--- config.mk ---
export PLATFORM = sky130hd
export DESIGN_NAME = md_sched_flat
export DESIGN_NICKNAME = d
export VERILOG_FILES = /design/src/rtl/md_pkg.sv /design/src/rtl/md_sched_if.sv /design/src/rtl/md_special_chk.sv /design/src/rtl/md_sched.sv /design/src/flat_wrapper.sv
export SDC_FILE = /design/constraint.sdc
export NUM_CORES = 1
export LEC_CHECK = 0
export ABC_CLOCK_PERIOD_IN_PS = 5300
export BUFFER_PORTS_ARGS = -buffer_cell sky130_fd_sc_hd__buf_2
export CAP_MARGIN = 20
export CORE_ASPECT_RATIO = 0.75
export CORE_MARGIN = 8
export CORE_UTILIZATION = 30
export CTS_CLUSTER_DIAMETER = 120
export DETAILED_ROUTE_END_ITERATION = 10
export REMOVE_ABC_BUFFERS = 1
export SETUP_SLACK_MARGIN = 0.4
export SYNTH_ARGS = -nofsm -noshare
export SYNTH_HDL_FRONTEND = slang
export SYNTH_SLANG_ARGS = --single-unit
--- constraint.sdc ---
create_clock -name clk -period 5.3 [get_ports clk]
set_input_delay 0.795 -clock clk [delete_from_list [all_inputs] [get_ports clk]]
set_output_delay 0.795 -clock clk [all_outputs]
set_load 0.01 [all_outputs]
--- src/rtl/md_pkg.sv ---
// Shared definitions for the multiply/divide sequencer.
// Holds the FSM state encoding, the RV32M funct3 codes and the special-case constants.
// Imported by md_special_chk and md_sched.
package md_pkg;

    typedef enum logic [2:0] {
        ST_IDLE     = 3'd0,
        ST_MUL_WAIT = 3'd1,
        ST_DIV_WAIT = 3'd2,
        ST_BYP      = 3'd3,
        ST_DONE_MUL = 3'd4,
        ST_DONE_DIV = 3'd5
    } md_state_e;

    // RV32M funct3 encodings
    localparam logic [2:0] MD_MUL    = 3'd0;
    localparam logic [2:0] MD_MULH   = 3'd1;
    localparam logic [2:0] MD_MULHSU = 3'd2;
    localparam logic [2:0] MD_MULHU  = 3'd3;
    localparam logic [2:0] MD_DIV    = 3'd4;
    localparam logic [2:0] MD_DIVU   = 3'd5;
    localparam logic [2:0] MD_REM    = 3'd6;
    localparam logic [2:0] MD_REMU   = 3'd7;

    // Architectural results for the cases the divider is never asked to compute
    localparam logic [31:0] DIVZ_QUOT    = 32'hFFFF_FFFF;
    localparam logic [31:0] OVF_DIVIDEND = 32'h8000_0000;
    localparam logic [31:0] OVF_DIVISOR  = 32'hFFFF_FFFF;

    // funct3[2] separates the divide family from the multiply family
    function automatic logic is_div_op(input logic [2:0] funct3);
        return funct3[2];
    endfunction

endpackage

--- src/rtl/md_sched_if.sv ---
// Bundle between the execute stage / MD units and the MD sequencer.
// master: pipeline side (drives request, operands, flush); slave: md_sched.
// Carries no clock or reset; those stay plain ports on the sequencer.
interface md_sched_if;

    logic        md_req;
    logic [2:0]  md_funct3;
    logic [31:0] md_op1;
    logic [31:0] md_op2;
    logic        flush;

    logic        mul_start;
    logic        div_start;
    logic        unit_kill;
    logic        md_stall;
    logic        ex2mem_mulvalid;
    logic        div2mem_divvalid;
    logic        md_bypass_valid;
    logic [31:0] md_bypass_wdata;
    logic        md_busy;

    modport master (
        output md_req, md_funct3, md_op1, md_op2, flush,
        input  mul_start, div_start, unit_kill, md_stall,
               ex2mem_mulvalid, div2mem_divvalid,
               md_bypass_valid, md_bypass_wdata, md_busy
    );

    modport slave (
        input  md_req, md_funct3, md_op1, md_op2, flush,
        output mul_start, div_start, unit_kill, md_stall,
               ex2mem_mulvalid, div2mem_divvalid,
               md_bypass_valid, md_bypass_wdata, md_busy
    );

endinterface

--- src/rtl/md_special_chk.sv ---
// Purpose: detects divide-by-zero and signed overflow and produces the architectural result.
// Latency: purely combinational. Backpressure: none.
// Ports: funct3/op1/op2 in; is_special, special_wdata[31:0] out.
module md_special_chk
    import md_pkg::*;
(
    input  logic [2:0]  funct3,
    input  logic [31:0] op1,
    input  logic [31:0] op2,
    output logic        is_special,
    output logic [31:0] special_wdata
);

    logic divz;
    logic ovf;

    assign divz = (op2 == 32'd0);
    assign ovf  = (op1 == OVF_DIVIDEND) && (op2 == OVF_DIVISOR);

    // Divide-by-zero is tested first so it wins over overflow.
    always_comb begin
        is_special    = 1'b0;
        special_wdata = 32'd0;
        case (funct3)
            MD_DIV: begin
                if (divz) begin
                    is_special    = 1'b1;
                    special_wdata = DIVZ_QUOT;
                end else if (ovf) begin
                    is_special    = 1'b1;
                    special_wdata = OVF_DIVIDEND;
                end
            end
            MD_DIVU: begin
                if (divz) begin
                    is_special    = 1'b1;
                    special_wdata = DIVZ_QUOT;
                end
            end
            MD_REM: begin
                if (divz) begin
                    is_special    = 1'b1;
                    special_wdata = op1;
                end else if (ovf) begin
                    is_special    = 1'b1;
                    special_wdata = 32'd0;
                end
            end
            MD_REMU: begin
                if (divz) begin
                    is_special    = 1'b1;
                    special_wdata = op1;
                end
            end
            default: ;
        endcase
    end

endmodule

--- src/rtl/md_sched.sv ---
// Purpose: sequences the external multiplier/divider and stalls the front end for their latency.
// Latency: result flag MUL_LAT / DIV_LAT cycles after accept, 1 cycle for special-case bypass.
// Backpressure: md_stall holds PC, IF/ID and de2ex from accept until the result cycle.
// Ports: clk, rst (sync, active-high); md (md_sched_if.slave) carries request, operands, flush,
//        unit launch/kill, stall, result-valid flags and bypass data.
module md_sched
    import md_pkg::*;
#(
    parameter int unsigned MUL_LAT = 2,
    parameter int unsigned DIV_LAT = 33,
    parameter int unsigned CNT_W   = 6
) (
    input  logic        clk,
    input  logic        rst,
    md_sched_if.slave   md
);

    md_state_e         state_q, state_d;
    logic [CNT_W-1:0]  cnt_q, cnt_d;
    logic [31:0]       byp_wdata_q, byp_wdata_d;

    logic              is_special;
    logic [31:0]       special_wdata;
    logic              accept;
    logic              kill;

    md_special_chk u_special_chk (
        .funct3        (md.md_funct3),
        .op1           (md.md_op1),
        .op2           (md.md_op2),
        .is_special    (is_special),
        .special_wdata (special_wdata)
    );

    // reset behaves as a flush for the current cycle's outputs
    assign kill   = md.flush || rst;
    assign accept = (state_q == ST_IDLE) && md.md_req && !kill;

    // ---------------- state register ----------------
    always_ff @(posedge clk) begin
        if (rst) begin
            state_q     <= ST_IDLE;
            cnt_q       <= '0;
            byp_wdata_q <= 32'd0;
        end else begin
            state_q     <= state_d;
            cnt_q       <= cnt_d;
            byp_wdata_q <= byp_wdata_d;
        end
    end

    // ---------------- next state ----------------
    always_comb begin
        state_d     = state_q;
        cnt_d       = cnt_q;
        byp_wdata_d = byp_wdata_q;
        case (state_q)
            ST_IDLE: begin
                if (accept) begin
                    if (!is_div_op(md.md_funct3)) begin
                        cnt_d   = CNT_W'(MUL_LAT - 1);
                        state_d = (MUL_LAT == 1) ? ST_DONE_MUL : ST_MUL_WAIT;
                    end else if (is_special) begin
                        byp_wdata_d = special_wdata;
                        state_d     = ST_BYP;
                    end else begin
                        cnt_d   = CNT_W'(DIV_LAT - 1);
                        state_d = (DIV_LAT == 1) ? ST_DONE_DIV : ST_DIV_WAIT;
                    end
                end
            end
            ST_MUL_WAIT: begin
                cnt_d = cnt_q - CNT_W'(1);
                if (cnt_q == CNT_W'(1)) state_d = ST_DONE_MUL;
            end
            ST_DIV_WAIT: begin
                cnt_d = cnt_q - CNT_W'(1);
                if (cnt_q == CNT_W'(1)) state_d = ST_DONE_DIV;
            end
            ST_BYP, ST_DONE_MUL, ST_DONE_DIV: begin
                // md_req seen here belongs to the next instruction; it is evaluated in IDLE
                state_d = ST_IDLE;
            end
            default: state_d = ST_IDLE;
        endcase
        if (md.flush) begin
            state_d = ST_IDLE;
            cnt_d   = '0;
        end
    end

    // ---------------- outputs ----------------
    // Accept-cycle start pulses and stall are combinational from the request so the
    // unit launches in the same cycle the instruction sits in de2ex.
    always_comb begin
        md.mul_start        = accept && !is_div_op(md.md_funct3);
        md.div_start        = accept && is_div_op(md.md_funct3) && !is_special;
        md.md_stall         = accept ||
                              (((state_q == ST_MUL_WAIT) || (state_q == ST_DIV_WAIT)) && !kill);
        md.ex2mem_mulvalid  = (state_q == ST_DONE_MUL) && !kill;
        md.div2mem_divvalid = (state_q == ST_DONE_DIV) && !kill;
        md.md_bypass_valid  = (state_q == ST_BYP) && !kill;
        md.md_bypass_wdata  = byp_wdata_q;
        // units are reset along with us, so no explicit abort under rst
        md.unit_kill        = md.flush && !rst && (state_q != ST_IDLE);
        md.md_busy          = (state_q != ST_IDLE) && !rst;
    end

endmodule

--- src/flat_wrapper.sv ---
// flat-port wrapper written by rule: the top's interface ports become plain ports
module md_sched_flat import md_pkg::*;
#(
    parameter int unsigned MUL_LAT = 2,
    parameter int unsigned DIV_LAT = 33,
    parameter int unsigned CNT_W   = 6
)
  (clk, rst, md_md_req, md_md_funct3, md_md_op1, md_md_op2, md_flush, md_mul_start, md_div_start, md_unit_kill, md_md_stall, md_ex2mem_mulvalid, md_div2mem_divvalid, md_md_bypass_valid, md_md_bypass_wdata, md_md_busy);
  md_sched_if md_i ();
  input  logic clk;
  input  logic rst;
  input wire logic [$bits(md_i.md_req)-1:0] md_md_req;
  input wire logic [$bits(md_i.md_funct3)-1:0] md_md_funct3;
  input wire logic [$bits(md_i.md_op1)-1:0] md_md_op1;
  input wire logic [$bits(md_i.md_op2)-1:0] md_md_op2;
  input wire logic [$bits(md_i.flush)-1:0] md_flush;
  output wire logic [$bits(md_i.mul_start)-1:0] md_mul_start;
  output wire logic [$bits(md_i.div_start)-1:0] md_div_start;
  output wire logic [$bits(md_i.unit_kill)-1:0] md_unit_kill;
  output wire logic [$bits(md_i.md_stall)-1:0] md_md_stall;
  output wire logic [$bits(md_i.ex2mem_mulvalid)-1:0] md_ex2mem_mulvalid;
  output wire logic [$bits(md_i.div2mem_divvalid)-1:0] md_div2mem_divvalid;
  output wire logic [$bits(md_i.md_bypass_valid)-1:0] md_md_bypass_valid;
  output wire logic [$bits(md_i.md_bypass_wdata)-1:0] md_md_bypass_wdata;
  output wire logic [$bits(md_i.md_busy)-1:0] md_md_busy;
  assign md_i.md_req = md_md_req;
  assign md_i.md_funct3 = md_md_funct3;
  assign md_i.md_op1 = md_md_op1;
  assign md_i.md_op2 = md_md_op2;
  assign md_i.flush = md_flush;
  assign md_mul_start = md_i.mul_start;
  assign md_div_start = md_i.div_start;
  assign md_unit_kill = md_i.unit_kill;
  assign md_md_stall = md_i.md_stall;
  assign md_ex2mem_mulvalid = md_i.ex2mem_mulvalid;
  assign md_div2mem_divvalid = md_i.div2mem_divvalid;
  assign md_md_bypass_valid = md_i.md_bypass_valid;
  assign md_md_bypass_wdata = md_i.md_bypass_wdata;
  assign md_md_busy = md_i.md_busy;
  md_sched #(.MUL_LAT(MUL_LAT), .DIV_LAT(DIV_LAT), .CNT_W(CNT_W)) u_core (.clk(clk), .rst(rst), .md(md_i));
endmodule
==> summary.txt, run 1 <==
Route
  – Vias per cell: 5.09
  – Drt first-iter violations: 89
  – WL final: 6.75 mm
  – Drt drc: 0
  – Vias: 2226
  – Wire per inst: 15.4 µm
  – Iteration count of the initial detailed-routing pass: 5
  – ANT nets after route: 0

Cells and area
  – Fill cells: 668
  – Final Cell Area: 2690 µm²
  – Antenna diode count: 0
  – Area growth from synthesis to layout: 34.6%
  – Layout cells sized above 1: 0.368
  – Nets: 428

Worst setup path
  – WP buf/inv: 2
  – CP max stage delay: 530 ps
  – Kind of end point of the critical path: primary output
  – Data required, critical path: 4510 ps
  – Critical path's top delay family: simple AND/OR/NAND/NOR gates
  – Critical path's slowest cell: or4_4
  – Worst EP arrival: 2880 ps
  – CP startpoint kind: input pin
  – CP Max Fanout: 6
  – Critical path, cell by cell: buf_2, or4b_1, or4_4, nor4_4, a211oi_2, and2_4, buf_2
  – Worst Setup SP: md_md_op1[13]
  – Reg-to-Reg Start: u_core.state_q[0]
  – Crit Path Category: input pin to primary output
  – Crit path top cell by count: buf_2

Clock tree
  – Num CTS Buffers: 5
  – Setup Buffers After CTS: 0
  – Root buf cell: clkbuf_8
  – CTS tree: done
  – CTS clk-pin slew, worst paths: 70 ps
  – Clock Sinks: 41
  – Later-pin clock latency in the skew report: 290 ps
  – CTS-repair resized insts: 0
  – Hold_buf cts: 0
  – Max Root-Sink Buffers: 2
  – H-Tree Depth: 2

Floorplanning
  – # rows: 25
  – Io pins: 111
  – Initial core utilization: 0.313
  – Core area: 6380 µm²
  – Die height: 86.7 µm
  – Die ar.: 9550 µm²
  – Die Wd: 110 µm

Synth
  – Async SR Flop Fraction: 0
  – Syn_area_per_cell: 7.89 µm²
  – Post-synth top flop: dfxtp_1
  – Distinct cell type count after synthesis: 43
  – Synth Warn #: 0
  – Register area share after synthesis: 0.411
  – Synth top area cells: dfxtp_1, o21ai_0, nand2_1
  – Post-synth EDFFs: 0
  – Post-synth top area share: 0.411
  – #FFs+latches synth: 41
  – Cell Area, Synth: 2000 µm²
  – Syn Inst Count: 253
  – Synth area leader: dfxtp_1

Timing
  – Period utilisation layout: 0.694
  – Clock Skew: 7.98 ps
  – Setup violators final: 0
  – Fmax: 0.272 GHz
  – Fin. Hold Viols: 0
  – Slew Viols, Final: 0
  – Pin slew with the least headroom to its limit: 1000 ps
  – Max-slew headroom: 0.331
  – Fin Setup TNS: 0 ps
  – RSZ-0062 raised after global routing: no
  – Tmin final: 3680 ps

Power and ir drop
  – Leak: 1.15 nW
  – PwrDens: 217 nW/µm²
  – VDD IR max: 73.7 µV

Place
  – Dpl hpwl: 5.30 mm
  – PortBufs: 110
  – DP Area: 2610 µm²
  – Routability Congestion: 0.831

Global routing
  – Largest net degree at the start of global routing: 64
  – Number of antenna violations at the first check in global routing: 0
  – Total gr overflow: 0
  – All-Layer GR Usage: 0.140
  – Vias in the first global route: 2160
  – Global-route wire length before repair: 10.6 mm

Worst hold path
  – Hold wc startpoint: u_core.md.md_bypass_wdata[27]
  – HP Class: register to register

Flow run
  – Maxcap violations: 0

Status
  – Status: complete, no violations
## state kept, by name (all words and copies together), names as in the netlist
name / cells
u_core.cnt_q: 6
u_core.md.md_bypass_wdata: 32
u_core.state_q: 3
## cells by family (layout without fill, tap and decap cells)
family,count (synthesis),count (layout),share of synthesized area
adder cells (fa/ha/maj),2,2,0.0125
flip-flops,41,41,0.411
AO/OA/AOI/OAI,81,81,0.231
XOR/XNOR,3,3,0.0132
buffers and inverters,20,123,0.0401
AND/OR/NAND/NOR,106,106,0.292
## layer usage
metal,global-route usage,share of wire
met5,0,0
met4,0.0495,0.014
met3,0.0348,0.084
met2,0.217,0.46
met1,0.183,0.44
## where the power goes
group	internal (mW)	total (mW)	switching (mW)
registers	0.310	0.313	0.00277
clock network	0.0913	0.195	0.104
logic	0.0337	0.0753	0.0415
total	0.435	0.584	0.148
## stage by stage
step	total power [mW]	hold WS [ps]	setup WS, ps	cells	utilization
3_5_place_dp	0.395	447	1620	429	0.408
2_1_floorplan	0.350	479	1770	237	-
3_3_place_gp	0.394	441	1680	429	0.408
4_1_cts	0.595	458	1620	437	0.421
5_1_grt	0.619	480	1500	437	0.421
6_report	0.584	452	1620	437	0.421
## worst register-to-register path, stage by stage (launching register included)
cell and delay, ps:
dfxtp_1 380, nor2_1 240, nand3_1 280, nor2_4 860, o21ai_0 210, o21ai_0 130
## area by class of cell
type	count	area (µm²)	area share
multi-input combinational	192	1110	0.413
sequential	41	821	0.305
timing repair buffer	111	558	0.208
tap	81	101	0.0377
clock buffer	6	72.6	0.0270
inverter	4	15.0	0.00559
clock inverter	2	10.0	0.00372
## cells in the mapped netlist, types with 2 or more instances
library cell  count
or3_1             2
a211oi_1          3
nand3_1           6
nor3_1            7
and3_1            3
nor2_1           13
buf_2             4
or2_2             2
dfxtp_1          41
or4_1             3
nand4b_1          2
inv_1             4
xnor2_1           2
nand2_1          36
a21oi_1           3
nor4_1           12
nand4_1           7
clkbuf_1         12
o21ai_0          65
a31oi_1           2
ha_1              2
## worst paths after layout
path,to,slack [ps],depth (start not counted)
worst min-delay path,u_core.md.md_bypass_wdata[27],450,2
worst max register to register,u_core.md.md_bypass_wdata[12],3140,5
worst min register to register,u_core.md.md_bypass_wdata[27],450,2
worst max-delay path,md_div_start,1620,7
## cell usage in the layout, fill, tap and decap left out, drive strengths merged, types with 2 or more instances in the layout
master / count
nor3: 7
and3: 3
dfxtp: 41
nand4: 7
nand2: 36
or4: 4
nand4b: 2
inv: 4
or3: 2
a31oi: 2
or2: 2
a2111oi: 2
nor2: 13
a21oi: 3
a211oi: 4
o21ai: 65
and2: 3
nor4: 13
ha: 2
clkbuf: 6
xnor2: 2
nand3: 6
clkinv: 2
buf: 111
Power figures use the tool's default switching activity.
==> run 2: changes to the inputs <==
--- a/config.mk
+++ b/config.mk
@@ -5,7 +5,8 @@
 export SDC_FILE = /design/constraint.sdc
 export NUM_CORES = 1
 export LEC_CHECK = 0
-export ABC_CLOCK_PERIOD_IN_PS = 5300
+export ABC_AREA = 1
+export ABC_CLOCK_PERIOD_IN_PS = 3400
 export BUFFER_PORTS_ARGS = -buffer_cell sky130_fd_sc_hd__buf_2
 export CAP_MARGIN = 20
 export CORE_ASPECT_RATIO = 0.75
==> constraint.sdc (replaced) <==
create_clock -name clk -period 3.4 [get_ports clk]
set_input_delay 0.51 -clock clk [delete_from_list [all_inputs] [get_ports clk]]
set_output_delay 0.51 -clock clk [all_outputs]
set_load 0.01 [all_outputs]
==> run 2 against run 1 <==
  * Largest cell class unchanged
  * Wire length rose by 8.0%
  * Critical path depth is 3 higher
  * Synthesized area is 18% higher
  * Sequential power increased by 56%
  * Count of clock-buffer cells in the layout shrank 1
  * Combinational power rose by 93%
  * Core utilization is 2.9 points lower
  * Clock power rose by 98%
  * Critical endpoint unchanged
  * Sequential cell count stayed put
  * Register-to-register slack got worse by 1500 ps
  * Final cell count up 21%
==> summary.txt, run 2 <==
Synth
  – Syn Inst Count: 319 (+26%)
  – Distinct cell type count after synthesis: 34 (-21%)
  – Async SR Flop Fraction: 0 (unchanged)
  – Top cells by count, synth: nand2_1, nor2_1, dfxtp_1
  – Synth Warn #: 0 (unchanged)
  – #FFs+latches synth: 41 (unchanged)
  – Post-synth top flop: dfxtp_1
  – Register area share after synthesis: 0.349 (-0.0615)
  – Post-synth EDFFs: 0 (unchanged)
  – Syn_area_per_cell: 7.36 µm² (-6.7%)
  – Synth area leader: dfxtp_1
  – Post-synth top area share: 0.349 (-0.0615)
  – Synth top area cells: dfxtp_1, a21oi_2, nand2_1
  – Cell Area, Synth: 2350 µm² (+18%)
  – Top-count cell post-synth: nand2_1

Cells and area
  – Commonest non-fill, non-tap cell in the layout: buf_2
  – Most frequent cells in the layout: buf_2, nand2_1, nor2_1
  – Largest register FFs: 32 (unchanged)
  – Non-filler instance count after layout: 529 (+21%)
  – Final core occ: 0.392 (-0.0288)
  – Antenna diode count: 0 (unchanged)
  – Layout cells sized above 1: 0.401 (+0.0330)
  – Nets: 497 (+16%)
  – Area growth from synthesis to layout: 29.4%

Route
  – Vias: 2426 (+9.0%)
  – WL final: 7.29 mm (+8.0%)
  – Vias per cell: 4.59 (-10%)
  – Iteration count of the initial detailed-routing pass: 4 (-1)
  – ANT nets after route: 0 (unchanged)
  – Drt drc: 0 (unchanged)
  – Drt first-iter violations: 94 (+5.6%)
  – Wire per inst: 13.8 µm (-11%)

Clock tree
  – Max Root-Sink Buffers: 2 (unchanged)
  – CTS clk-pin slew, worst paths: 80 ps (about the same)
  – CTS tree: done
  – Later-pin clock latency in the skew report: 300 ps (about the same)
  – Clock Sinks: 41 (unchanged)
  – Root buf cell: clkbuf_8
  – CTS-repair resized insts: 0 (unchanged)
  – Num CTS Buffers: 5 (unchanged)
  – Setup Buffers After CTS: 0 (unchanged)
  – Hold_buf cts: 0 (unchanged)
  – H-Tree Depth: 2 (unchanged)

Worst setup path
  – CP startpoint kind: input pin
  – Critical path's slowest cell: nor2_1
  – Critical path's top delay family: simple AND/OR/NAND/NOR gates
  – Critical path, cell by cell: buf_2, nor2_1, nand2_1, nor2_1, nand2_1, nor2_1, nand3_1, nand3_1, nor2_1, buf_2
  – CP max stage delay: 220 ps (-310 ps)
  – CP Max Fanout: 2 (-4)
  – Data required, critical path: 2890 ps (-1620 ps)
  – Worst EP arrival: 1770 ps (-1110 ps)
  – Kind of end point of the critical path: primary output
  – Crit path top cell by count: nor2_1
  – WP buf/inv: 2 (unchanged)
  – Crit Path Category: input pin to primary output

Timing
  – Setup violators final: 0 (unchanged)
  – Pin slew with the least headroom to its limit: 1010 ps (+11.2 ps)
  – Fin. Hold Viols: 0 (unchanged)
  – Fmax: 0.439 GHz
  – RSZ-0062 raised after global routing: no
  – Max-slew headroom: 0.325 (-0.00661)
  – Slew Viols, Final: 0 (unchanged)
  – Clock Skew: 10.6 ps (+2.61 ps)
  – Tmin final: 2280 ps
  – Period utilisation layout: 0.670
  – Fin Setup TNS: 0 ps (unchanged)
  – Final setup margin: 1120 ps (-499 ps)

Power and ir drop
  – Internal Power: 756 µW (+74%)
  – NetSw: 263 µW (+77%)
  – Sequential cell fraction of total power: 0.479 (-0.057)
  – PwrDens: 335 nW/µm² (+54%)
  – Logic pwr share: 0.142 (+0.013)
  – Leak: 1.34 nW (+16%)
  – Clock network fraction of total power: 0.379 (+0.044)
  – VDD IR max: 161 µV (+120%)
  – Sw Ratio: 0.258 (+0.00373)

Global routing
  – Met1 GRT Util: 0.180 (-0.00361)
  – GRT busiest layer: met2
  – Met3 usage: 0.0334 (-0.00141)
  – Vias in the first global route: 2487 (+15%)
  – Total gr overflow: 0 (unchanged)
  – Routing usage on met2: 0.206 (-0.0115)
  – Number of antenna violations at the first check in global routing: 0 (unchanged)
  – Global-route wire length before repair: 12.1 mm (+14%)
  – All-Layer GR Usage: 0.133 (-0.00711)
  – Largest net degree at the start of global routing: 34 (-47%)

Place
  – Routability Congestion: 0.790 (-5.0%)
  – PortBufs: 110 (unchanged)
  – Dpl ws: 1080 ps (-547 ps)
  – Dpl cells: 522 (+22%)
  – Dpl hpwl: 5.60 mm (+5.7%)

Floorplanning
  – Die height: 92.6 µm (+6.9%)
  – # rows: 28 (+12%)
  – Core area: 7740 µm² (+21%)
  – Die ar.: 10900 µm² (+15%)
  – Io pins: 111 (unchanged)
  – Initial core utilization: 0.303 (-0.00961)
  – Die Wd: 118 µm (+7.2%)

Worst hold path
  – HP Class: register to register

Flow run
  – Maxcap violations: 0 (unchanged)

Status
  – Status: complete, no violations
## run 2: changes by cell type after synthesis, sizes merged, moves of 4 or more
cell    change
nor2       +42
a21oi      +39
nand2      +39
o21ai      -27
inv        +15
nor4       -12
nand3       +9
clkbuf      -8
buf         +5
a211oi      -4
## run 2: final timing paths
path	startpoint	end	cells after the start	slack [ps]
hold / removal	u_core.md.md_bypass_wdata[28]	u_core.md.md_bypass_wdata[28]	2	470
setup / recovery	md_md_op1[13]	md_div_start	10	1120
setup reg to reg	u_core.state_q[1]	u_core.md.md_bypass_wdata[23]	7	1670
hold reg to reg	u_core.md.md_bypass_wdata[28]	u_core.md.md_bypass_wdata[28]	2	470
## run 2: stage by stage
step	total power [mW]	area, µm²	hold slack [ps]
after floorplan	0.566	2240	448
after global placement	0.642	2930	446
after detailed placement	0.645	2930	459
after CTS	1.03	3040	473
after global routing	1.08	3040	488
final	1.02	3040	471
## run 2: cell families (layout without fill, tap and decap cells)
family	count (synthesis)	count (layout)	share of synthesized area
and+or+nand+nor	161	161	0.332
buffers and inverters	32	137	0.0746
adders and majority gates	2	2	0.0107
AOI/OAI and AO/OA	81	81	0.225
xor gates and xnor gates	2	2	0.00746
DFF	41	41	0.349
## run 2: worst min-delay path, stage by stage, from the launching register on
cell     delay (ps)
dfxtp_1         310
nand2_1          70
a21oi_2          50
## run 2: layout make-up
| cell class | count | area, µm² |
|---|---|---|
| Tap cell | 105 | 131 |
| Timing Repair Buffer | 111 | 558 |
| Multi-Input combinational cell | 246 | 1350 |
| Fill cell | 834 | 4700 |
| Clock buffer | 5 | 68.8 |
| Clock inverter | 2 | 35.0 |
| Sequential cell | 41 | 821 |
| Inverter | 19 | 71.3 |
## run 2: power by group through the flow
stage	clock [mW]	sequential [mW]	combinational, mW
after CTS	0.401	0.488	0.146
after global routing	0.425	0.489	0.163
after detailed placement	0	0.499	0.146
after floorplan	0	0.499	0.0674
final	0.386	0.488	0.145
after global placement	0	0.499	0.143
## run 2: per-layer routing
metal | routed length [µm] | up-vias
met4 | 73 | 0
met1 | 3780 | 1072
met3 | 394 | 4
met2 | 3040 | 79
li1 | - | 1271
met5 | 0 | -
==> run 3: changes to the inputs <==
--- a/config.mk
+++ b/config.mk
@@ -6,7 +6,7 @@
 export NUM_CORES = 1
 export LEC_CHECK = 0
 export ABC_AREA = 1
-export ABC_CLOCK_PERIOD_IN_PS = 3400
+export ABC_CLOCK_PERIOD_IN_PS = 2200
 export BUFFER_PORTS_ARGS = -buffer_cell sky130_fd_sc_hd__buf_2
 export CAP_MARGIN = 20
 export CORE_ASPECT_RATIO = 0.75
==> constraint.sdc (replaced) <==
create_clock -name clk -period 2.2 [get_ports clk]
set_input_delay 0.33 -clock clk [delete_from_list [all_inputs] [get_ports clk]]
set_output_delay 0.33 -clock clk [all_outputs]
set_load 0.01 [all_outputs]
==> run 3 against run 2 <==
  * Highest routed layer unchanged
  * Via count up 2.3%
  * Combinational power up 64%
  * Clock skew down 6.5 ps
  * Die area unchanged
  * Core utilization up 1.3 points
  * Wire length down 0.19%
  * Count of clock-buffer cells in the layout up 2
  * Non-clock buffer count up 6
  * Global-route usage down 0.29 points
  * Register-to-register slack worse by 1100 ps
  * Sequential power up 55%
==> summary.txt, run 3 (synthesized netlist as in run 2, its figures left out) <==
Status
  – Status: complete, no violations

Timing
  – Fin Setup TNS: 0 ps (unchanged)
  – Period utilisation layout: 0.771
  – Setup violators final: 0 (unchanged)
  – Max-slew headroom: 0.673 (+0.348)
  – Fin. Hold Viols: 0 (unchanged)
  – Clock Skew: 4.07 ps (-6.52 ps)
  – RSZ-0062 raised after global routing: no
  – Slew Viols, Final: 0 (unchanged)
  – Tmin final: 1700 ps
  – Fmax: 0.589 GHz
  – Pin slew with the least headroom to its limit: 491 ps (-521 ps)

Power and ir drop
  – PwrDens: 516 nW/µm² (+54%)
  – VDD IR max: 341 µV (+110%)
  – Leak: 1.36 nW (+1.7%)

Worst setup path
  – CP startpoint kind: input pin
  – Critical path, cell by cell: buf_2, inv_2, nor2_1, nand2_1, nor2_1, nand2_1, nor2_2, nand3_2, nand3_2, nor2_2, buf_2
  – Critical path's top delay family: simple AND/OR/NAND/NOR gates
  – WP buf/inv: 3 (+1)
  – CP max stage delay: 160 ps (-60 ps)
  – Data required, critical path: 1870 ps (-1020 ps)
  – CP Max Fanout: 5 (+3)
  – Critical path's slowest cell: nor2_2
  – Crit Path Category: input pin to primary output
  – Worst EP arrival: 1370 ps (-400 ps)
  – Kind of end point of the critical path: primary output

Worst hold path
  – HP Class: input pin to register

Route
  – Iteration count of the initial detailed-routing pass: 4 (unchanged)
  – Highest routed metal layer: met4
  – ANT nets after route: 0 (unchanged)
  – DRT met1 WL: 3.53 mm (-6.6%)
  – Metal3 WL: 491 µm (+25%)
  – Vias per cell: 4.63 (+1.0%)
  – Met2 WL post-DR: 3.15 mm (+3.8%)
  – Wire per inst: 13.6 µm (-1.5%)
  – WL final: 7.27 mm (-0.19%)
  – Drt drc: 0 (unchanged)
  – Drt first-iter violations: 94 (unchanged)
  – Vias: 2483 (+2.3%)

Global routing
  – Number of antenna violations at the first check in global routing: 0 (unchanged)
  – Total gr overflow: 0 (unchanged)
  – All-Layer GR Usage: 0.130 (-0.00287)
  – Largest net degree at the start of global routing: 33 (-2.9%)
  – Global-route wire length before repair: 12.0 mm (-1.2%)
  – Vias in the first global route: 2537 (+2.0%)

Floorplanning
  – Die Wd: 118 µm (unchanged)
  – Io pins: 111 (unchanged)
  – # rows: 28 (unchanged)
  – Die ar.: 10900 µm² (unchanged)
  – Die height: 92.6 µm (unchanged)
  – Initial core utilization: 0.303 (unchanged)
  – Core area: 7740 µm² (unchanged)

Clock tree
  – CTS tree: done
  – Max Root-Sink Buffers: 2 (unchanged)
  – Clock Sinks: 41 (unchanged)
  – CTS clk-pin slew, worst paths: 80 ps (about the same)
  – Num CTS Buffers: 5 (unchanged)
  – H-Tree Depth: 2 (unchanged)
  – Later-pin clock latency in the skew report: 280 ps (-20 ps)
  – Root buf cell: clkbuf_8

Place
  – DP Area: 2940 µm² (+0.26%)
  – PortBufs: 110 (unchanged)
  – Routability Congestion: 0.783 (-0.87%)
  – Dpl hpwl: 5.72 mm (+2.0%)

Cells and area
  – Final Cell Area: 3140 µm² (+3.2%)
  – Nets: 503 (+1.2%)
  – Commonest non-fill, non-tap cell in the layout: buf_2
  – Antenna diode count: 0 (unchanged)
  – Most frequent cells in the layout: buf_2, nand2_1, nor2_1
  – Layout cells sized above 1: 0.434 (+0.0329)
  – Area growth from synthesis to layout: 33.5%
  – Largest register FFs: 32 (unchanged)

Flow run
  – Maxcap violations: 0 (unchanged)
-- run 3: cell types whose count changed in the layout (fill, tap and decap cells not counted), moves of 2 or more --
cell / change
nor2_1: -5
nand3_2: +2
nor2_2: +5
buf_4: +6
nand3_1: -2
dfxtp_2: +3
dfxtp_1: -3
-- run 3: layout make-up --
type,count,area [µm²]
tap,105,131
clock buffer,7,86.3
timing repair buffer,117,603
multi-input combinational,246,1390
clock inverter,1,30.0
fill,825,4610
sequential,41,825
inverter,19,71.3
-- run 3: routing by layer --
metal  global-route usage  up-vias
li1                     -     1280
met1                0.165     1108
met2                0.217       91
met3               0.0359        4
met4               0.0298        0
met5                    0        -
-- run 3: per-stage QoR --
stage | total power, mW | hold slack, ps | util | std cells | setup WS [ps]
global placement | 0.995 | 450 | 0.380 | 523 | 318
detailed placement | 0.999 | 456 | 0.380 | 523 | 287
finish | 1.62 | 335 | 0.405 | 536 | 503
floorplan | 0.875 | 392 | - | 306 | 693
global route | 1.70 | 334 | 0.405 | 536 | 400
CTS | 1.64 | 318 | 0.399 | 534 | 417
-- run 3: path summary, 6_finish.rpt --
check	startpoint	cells after the start	slack (ps)	end
max	md_md_funct3[2]	11	500	md_div_start
max reg2reg	u_core.state_q[1]	9	560	u_core.md.md_bypass_wdata[31]
min reg2reg	u_core.md.md_bypass_wdata[17]	2	470	u_core.md.md_bypass_wdata[17]
min	md_md_op1[18]	3	340	u_core.md.md_bypass_wdata[18]
-- run 3: power by group --
part | switching [mW] | total [mW] | internal, mW
Sequential | 0.00693 | 0.754 | 0.747
Combinational | 0.139 | 0.238 | 0.0991
Clock | 0.254 | 0.624 | 0.370
Total | 0.400 | 1.62 | 1.22
-- run 3: what timing repair did --
action                     4_1_cts  5_1_grt
hold buffers                     0        0
gates resized for setup          2       10
setup buffers                    3        2
cloned                           0        0
setup endpoints to repair        3       35
pin swaps                        3        4
-- run 3: worst reg2reg max path, cell delays in order (launching register included) --
cell	delay, ps
dfxtp_2	350
nor2_4	120
inv_2	80
nor2_8	120
nand3_4	150
buf_4	180
inv_1	150
nand2_8	160
o21ai_0	180
nor2_1	50
